File: src/rtl/card_dealer.sv
// Card-load datapath for the baccarat controller: LFSR card source, six hand
// slots, combinational scores, dealt-card counter and sticky protocol-error flag.
module card_dealer #(
    parameter logic [15:0] SEED = 16'hACE1
) (
    input  logic       slow_clock,
    input  logic       reset,
    input  logic       load_pcard1,
    input  logic       load_pcard2,
    input  logic       load_pcard3,
    input  logic       load_dcard1,
    input  logic       load_dcard2,
    input  logic       load_dcard3,
    input  logic       test_mode,
    input  logic [3:0] test_card,
    output logic [3:0] pscore,
    output logic [3:0] dscore,
    output logic [3:0] pcard3,
    output logic [3:0] card_now,
    output logic [2:0] cards_dealt,
    output logic       proto_err
);

    // An all-zero Galois register would lock up, so a zero seed is replaced.
    localparam logic [15:0] SEED_EFF = (SEED == 16'd0) ? 16'h0001 : SEED;

    logic [15:0] lfsr;
    logic [15:0] lfsr_next;
    logic [3:0]  rank_rnd;
    logic [5:0]  ld;
    logic [3:0]  slot [6];
    logic [2:0]  n_low;
    logic [2:0]  n_fill;
    logic        hit_filled;
    logic [3:0]  dealt_sum;
    logic [2:0]  dealt_next;
    logic [4:0]  psum;
    logic [4:0]  dsum;

    function automatic logic [4:0] bval(input logic [3:0] r);
        bval = (r >= 4'd1 && r <= 4'd9) ? {1'b0, r} : 5'd0;
    endfunction

    assign lfsr_next = lfsr[0] ? ((lfsr >> 1) ^ 16'hB400) : (lfsr >> 1);
    assign rank_rnd  = 4'(lfsr[7:0] % 8'd13) + 4'd1;
    assign card_now  = test_mode ? test_card : rank_rnd;

    // Slot order p1,p2,p3,d1,d2,d3; strobes inverted to active-high.
    assign ld = ~{load_dcard3, load_dcard2, load_dcard1,
                  load_pcard3, load_pcard2, load_pcard1};

    always_comb begin
        n_low      = '0;
        n_fill     = '0;
        hit_filled = 1'b0;
        for (int unsigned i = 0; i < 6; i++) begin
            if (ld[i]) begin
                n_low = n_low + 3'd1;
                if (slot[i] != 4'd0)
                    hit_filled = 1'b1;
                else if (card_now != 4'd0)
                    n_fill = n_fill + 3'd1;
            end
        end
    end

    assign dealt_sum  = {1'b0, cards_dealt} + {1'b0, n_fill};
    assign dealt_next = (dealt_sum > 4'd6) ? 3'd6 : dealt_sum[2:0];

    always_ff @(posedge slow_clock) begin
        if (reset) begin
            lfsr        <= SEED_EFF;
            cards_dealt <= '0;
            proto_err   <= 1'b0;
            for (int unsigned i = 0; i < 6; i++)
                slot[i] <= '0;
        end else begin
            lfsr        <= lfsr_next;
            cards_dealt <= dealt_next;
            if (n_low > 3'd1 || hit_filled)
                proto_err <= 1'b1;
            for (int unsigned i = 0; i < 6; i++)
                if (ld[i])
                    slot[i] <= card_now;
        end
    end

    assign psum   = bval(slot[0]) + bval(slot[1]) + bval(slot[2]);
    assign dsum   = bval(slot[3]) + bval(slot[4]) + bval(slot[5]);
    assign pscore = 4'(psum % 5'd10);
    assign dscore = 4'(dsum % 5'd10);
    assign pcard3 = 4'(bval(slot[2]));

endmodule
File: config.mk
export PLATFORM = sky130hd
export DESIGN_NAME = card_dealer
export DESIGN_NICKNAME = d
export VERILOG_FILES = /design/src/rtl/card_dealer.sv
export SDC_FILE = /design/constraint.sdc
export NUM_CORES = 1
export LEC_CHECK = 0
export ABC_AREA = 0
export CAP_MARGIN = 20
export CORE_AREA = 2 2 117 119
export DETAILED_ROUTE_END_ITERATION = 7
export DIE_AREA = 0 0 119 121
export SETUP_SLACK_MARGIN = 0.15
export SYNTH_ARGS = -nofsm -noshare
export SYNTH_HDL_FRONTEND = slang
export SYNTH_SLANG_ARGS = --single-unit
File: constraint.sdc
create_clock -name slow_clock -period 10.4 [get_ports slow_clock]
set_clock_uncertainty 0.1 [all_clocks]
set_input_delay 2.08 -clock slow_clock [delete_from_list [all_inputs] [get_ports slow_clock]]
set_output_delay 2.08 -clock slow_clock [all_outputs]
set_load 0.01 [all_outputs]
## Word level (Yosys, flattened, before mapping)

Memories as Yosys holds them, arrays and structs flattened.
Cells that the tools add are included.

| operators by class | value |
|---|---|
| div/mod/pow operators | 3 |
| reduce and logical (&&, ||, !) cells | 15 |
| $add $sub $neg | 16 |
| $lt $le $gt $ge | 14 |
| bitwise operators | 8 |
| mux-type cells | 71 |

Operator list:

| operator | count |
|---|---|
| two-way mux 3 bit | 21 |
| two-way mux 4 bit | 13 |
| two-way mux 1 bit | 35 |
| nonzero test 4 bit | 7 |
| adder 3 x 1 -> 3 bit, second input constant | 9 |
| >= comparator 4 x 1 -> 1 bit, second input constant | 6 |
| <= comparator 4 bit, second input constant | 6 |
| two-way mux 16 bit | 1 |
| adder 4 x 4 -> 5 bit | 2 |
| modulo 5 x 4 -> 5 bit, second input constant | 2 |
| modulo 8 x 4 -> 8 bit, second input constant | 1 |
| logical AND 1 bit | 6 |
| NOT 6 bit | 1 |
| OR 1 bit | 6 |
| adder 5 x 4 -> 5 bit | 1 |
| adder 5 bit | 1 |
| adder 3 x 3 -> 4 bit | 1 |
| adder 4 x 1 -> 4 bit, second input constant | 1 |
| greater-than comparator 4 x 3 -> 1 bit, second input constant | 1 |
| NOT 3 -> 4 bit | 1 |
| greater-than comparator 3 x 1 -> 1 bit, second input constant | 1 |
| adder 1 x 1 -> 2 bit, second input constant | 1 |
| two-way mux 2 bit | 1 |
| OR reduction 2 bit | 1 |
| logical OR 1 bit | 1 |

| word-level totals | value |
|---|---|
| output and inout port bits | 20 |
| logic and storage cells | 132 |
| memory bits (writable) | 24 |
| memories kept | 1 |
| flip-flop bits (word level) | 20 |
| input bits | 13 |

Memory list:

| name | words | width | read ports | clocked after memory_dff | write ports | RTL line | text |
|---|---|---|---|---|---|---|---|
| slot | 6 | 4 | 6 | 0 | 6 | 31 | `logic [3:0] slot [6];` |

## Depth between registers and ports, before layout

Gate-level depths: netlist (run 1).

| depth | value |
|---|---|
| depth in word-level cells | 30 |
| mapped depth | 45 |
| mapped depth without buffers | 42 |

## Worst setup path before layout (run 1)

Ideal clock, no wire load.

| path | value |
|---|---|
| path kind | reg2reg |
| start | register lfsr[6] |
| end | register cards_dealt[0] |
| path slack | 2091 ps |
| stages on the path, launching flop included | 43 |
| period minus slack after synthesis | 8309 ps |
| library setup time | 91 ps |
| arrival | 8117 ps |
| data required time | 10209 ps |
| cells stage by stage | dfxtp_1 -> buf_2 -> or3b_1 -> a21oi_2 -> a211o_1 -> buf_2 -> o21ai_1 -> a41oi_1 -> and3_1 -> ha_1 -> nand2b_1 -> o211ai_1 -> o21ai_1 -> nor2_1 -> mux2i_1 -> ha_1 -> nor2_1 -> a32o_1 -> [... 7 more ...] -> ha_1 -> mux2_1 -> ha_1 -> inv_1 -> a22o_1 -> a22oi_1 -> ha_1 -> nand2_1 -> o21ai_0 -> a21oi_1 -> a21oi_1 -> ha_1 -> mux2i_1 -> a22oi_1 -> ha_1 -> a21o_1 -> a21oi_1 -> nor4bb_1 |

| between the ends | value |
|---|---|
| word-level cells in the longest chain between the ends | 30 |

RTL lines:

| element | RTL line | text |
|---|---|---|
| start, declared | 27 | `logic [15:0] lfsr;` |
| start signal, assigned | 78 | `lfsr <= lfsr_next;` |
| modulo 8 x 4 -> 8 bit (*) | 45 | `assign rank_rnd = 4'(lfsr[7:0] % 8'd13) + 4'd1;` |
| adder 4 x 1 -> 4 bit (*) | 45 |  |
| two-way mux 4 bit (*) | 46 | `assign card_now = test_mode ? test_card : rank_rnd;` |
| nonzero test 4 bit (*) | 61 | `else if (card_now != 4'd0)` |
| two-way mux 1 bit | 61 |  |
| two-way mux 1 bit | 59 | `if (slot[i] != 4'd0)` |
| two-way mux 3 bit | 57 | `if (ld[i]) begin` |
| adder 3 x 1 -> 3 bit | 62 | `n_fill = n_fill + 3'd1;` |
| [... 14 more ...] | n/a |  |
| two-way mux 3 bit | 57 |  |
| adder 3 x 1 -> 3 bit | 62 |  |
| two-way mux 3 bit | 61 |  |
| two-way mux 3 bit | 59 |  |
| two-way mux 3 bit (*) | 57 |  |
| adder 3 x 3 -> 4 bit (*) | 67 | `assign dealt_sum = {1'b0, cards_dealt} + {1'b0, n_fill};` |
| greater-than comparator 4 x 3 -> 1 bit | 68 | `assign dealt_next = (dealt_sum > 4'd6) ? 3'd6 : dealt_sum[2:0];` |
| OR reduction 2 bit (no line) | n/a |  |
| end signal, assigned | 79 | `cards_dealt <= dealt_next;` |
| end, declared | 20 | `output logic [2:0] cards_dealt,` |

Every way passes the cells marked *; elsewhere a longest branch is shown, timed or not.
A chain may end at the register's enable or synchronous reset.

## Worst setup path after layout (run 1)

Same ends and word-level chain as after synthesis.

==> results.ini, run 1 <==
[detailed_routing]
antenna_left=0
vias=3926
first_pass_iters=5
drt-initial-drc-count=229
wirelength_mm=10.27
vias_per_cell=5.438
route.detailed.drc=0
wl_per_cell_um=14.22

[placed_design]
post-dp-hpwl_mm=7.884
port_buffers=32
post-place-ws_ns=0.7336
gp_congestion=0.8832

[job]
drv_cap=0

[synthesis]
syn_area_mm2=0.004546
yosys_warnings=0
synth_nets=587
synth.distinct_cells=83
synthArstFlopShare=0
ys_seq_area_frac=0.2466
synthMuxAreaShare=0.02312
yosys.area.top_type=edfxtp_1
syn_area_per_cell_um2=8.528
synthXorXnorAreaFrac=0.06744
synth_edf_count=24
synth_top_cell_area_share=0.1585
syn_inst=533
synth-compound-area-share=0.2169
ys_seq_elements=44
yosys-top-cells-area=edfxtp_1 16%, dfxtp_1 8.8%, ha_1 8.3%, fa_1 4.8%, xnor2_1 4.2%
synth_ff_type=edfxtp_1
synth_fa_ha_area_frac=0.1310
synthSimpleGateAreaFrac=0.2527
synth_top_family_by_area=simple AND/OR/NAND/NOR gates

[power_and_ir_drop]
p_int_mw=0.5650
p_seq_frac=0.244
p_sw_mw=0.3671
p_leak_nw=2.017
ir_drop_mv=0.07855
p_sw_frac=0.3938
powerDensity_mw_per_mm2=181.4
pwr-share-comb=0.560
p_clk_frac=0.196

[critical_path]
cp.required_ns=10.50
worstSetupPathType=reg2reg
critical_path.max_stage_delay_ns=0.69
crit_arrival_ns=9.60
path_common_cell=ha_1
r2r_slack_ns=0.90
path_max_fanout=18
slowest_stage=dfxtp_1
cp-end-kind=register
start_kind=register

[timing]
timing.setup.tns_ns=0
worst_pin_slew_ns=0.8836
max_freq_mhz=105.3
max_slew_margin=0.3941
rsz0062_at_grt=no
final_max_slew_viol_count=0
setup_viol=0
hold_viol=0
min_period_over_period=0.9132
finalCriticalPeriod_ns=9.498
post-route-worst-setup-slack_ns=0.9024

[floorplan]
die_area_mm2=0.01440
start_util=0.3474
io_pins=33
die_w_um=119
die_y_um=121
rows=42
core_mm2=0.01309

[final_layout]
diodes=0
syn2layout_area_growth_pct=13.02
multi_input_comb_area_mm2=0.003142
drive_above_1_share=0.09707
nets=599
ff_latch_area_mm2=0.001126
num-fill-cells=1274

[clock_network]
postCtsSetupBuffers=0
clk_latency_ns=0.28
cts_made_buffers=5
clockRootBuffer=clkbuf_16
clk_pin_slew_ns=0.07
cts_tree=done
clkSinkCount=44
ctsHoldBuffers=0
htree_levels=2
clockBufferDepth=2

[global_route]
grt_pass1_wl_mm=17.28
grt_pass1_vias=3654
gr-total-overflow=0
grt_usage=0.1440
antenna_found_initial=0
grt_start_max_net_pins=51

[run_status]
outcome=completed

[min_path]
worstHoldPathType=reg2reg

-- sequential cells by signal (all words and copies together) (netlist names) --
name	flops
slot	24
lfsr	16
proto_err	1
cards_dealt	3
-- layout by cell type (no fill, tap or decap), types with 7 or more instances in the layout --
cell,count
edfxtp_1,24
nor3_1,29
xor2_1,13
xnor2_1,22
dfxtp_1,16
a21oi_1,27
nor2b_1,18
nand3_1,11
nor3b_1,14
inv_1,32
ha_1,30
nor2_1,40
o21a_1,7
o21ai_1,7
or2_2,7
clkdlybuf4s50_1,32
nand2b_1,20
nor4_1,8
o21ai_0,17
fa_1,11
o22ai_1,10
nand2_1,31
-- final cells by class --
cell class              instances  share of cell area
well taps                     176             0.04286
flip-flops and latches         44              0.2192
clock buffers                   5             0.02435
inverters                      34             0.02484
repair buffers                 36             0.06819
multi-input cells             424              0.6115
clock inverters                 3            0.009011
-- timing repair --
item,in CTS,in global routing
resized for setup,0,4
endpoints found under the hold margin,0,0
setup endpoints to repair,0,3
-- cell families after synthesis --
family | Yosys count
AO/OA/AOI/OAI | 129
multiplexers | 10
XOR/XNOR | 35
AND/OR/NAND/NOR | 209
flip-flops | 44
adder cells (fa/ha/maj) | 41
buffers and inverters | 65
-- power by group through the flow --
stage	sequential, mW	clock [mW]	combinational [mW]
after floorplan	0.222	0	0.362
after global placement	0.230	0	0.506
after detailed placement	0.231	0	0.521
after CTS	0.227	0.187	0.524
after global routing	0.231	0.194	0.581
final	0.227	0.183	0.522
-- worst max-delay path, delay by kind of cell (launching register included) --
kind | cells | cell delay, ns
and+or+nand+nor | 11 | 1.64
adders and majority gates | 8 | 2.17
xor gates and xnor gates | 3 | 0.47
buffers and inverters | 1 | 0.03
muxes | 2 | 0.51
DFF | 1 | 0.69
AOI/OAI and AO/OA | 17 | 3.79
-- worst paths after layout --
path	depth (start not counted)	startpoint	to
setup / recovery	42	lfsr[6]$_SDFF_PP1_	cards_dealt[0]$_SDFF_PP0_
hold / removal	1	lfsr[12]$_SDFF_PP0_	lfsr[11]$_SDFF_PP1_
setup reg to reg	42	lfsr[6]$_SDFF_PP1_	cards_dealt[0]$_SDFF_PP0_
hold reg to reg	1	lfsr[12]$_SDFF_PP0_	lfsr[11]$_SDFF_PP1_
-- per-layer routing --
metal,track usage,wire [um],vias up
li1,-,-,1966
met1,0.1887,4806,1834
met2,0.2410,4793,108
met3,0.01880,451,18
met4,0.05655,215,0
met5,0,0,-
-- synth_stat cells, drive strengths merged, types with 20 or more instances --
| cell | n |
|---|---|
| inv | 34 |
| o21ai | 25 |
| dfxtp | 20 |
| nor2 | 41 |
| nand2b | 20 |
| ha | 30 |
| nor3 | 31 |
| a21oi | 29 |
| edfxtp | 24 |
| nand2 | 33 |
| xnor2 | 22 |
-- stage by stage --
stage	util	cell area [um^2]	power, mW	instances	hold WS, ns
floorplan	-	4546	0.5848	533	0.2895
global placement	0.3791	4961	0.7359	714	0.2961
detailed placement	0.3791	4961	0.7514	714	0.2970
CTS	0.3922	5132	0.9378	722	0.3090
global route	0.3926	5137	1.005	722	0.3409
finish	0.3926	5137	0.9321	722	0.3082
No activity file was read; power rests on OpenSTA's default activity.
==> run 2, diff against run 1 <==
--- a/config.mk
+++ b/config.mk
@@ -11,6 +11,7 @@
 export DETAILED_ROUTE_END_ITERATION = 7
 export DIE_AREA = 0 0 119 121
 export SETUP_SLACK_MARGIN = 0.15
+export SLEW_MARGIN = 20
 export SYNTH_ARGS = -nofsm -noshare
 export SYNTH_HDL_FRONTEND = slang
 export SYNTH_SLANG_ARGS = --single-unit
==> results of run 2 <==
Same layout as run 1: the final DEF is identical, and so are final timing and power.
==> run 3, diff against run 2 <==
--- a/config.mk
+++ b/config.mk
@@ -8,6 +8,7 @@
 export ABC_AREA = 0
 export CAP_MARGIN = 20
 export CORE_AREA = 2 2 117 119
+export CTS_BUF_LIST = sky130_fd_sc_hd__clkbuf_8 sky130_fd_sc_hd__clkbuf_16
 export DETAILED_ROUTE_END_ITERATION = 7
 export DIE_AREA = 0 0 119 121
 export SETUP_SLACK_MARGIN = 0.15
==> results of run 3 <==
Same layout as run 1: the final DEF is identical, and so are final timing and power.
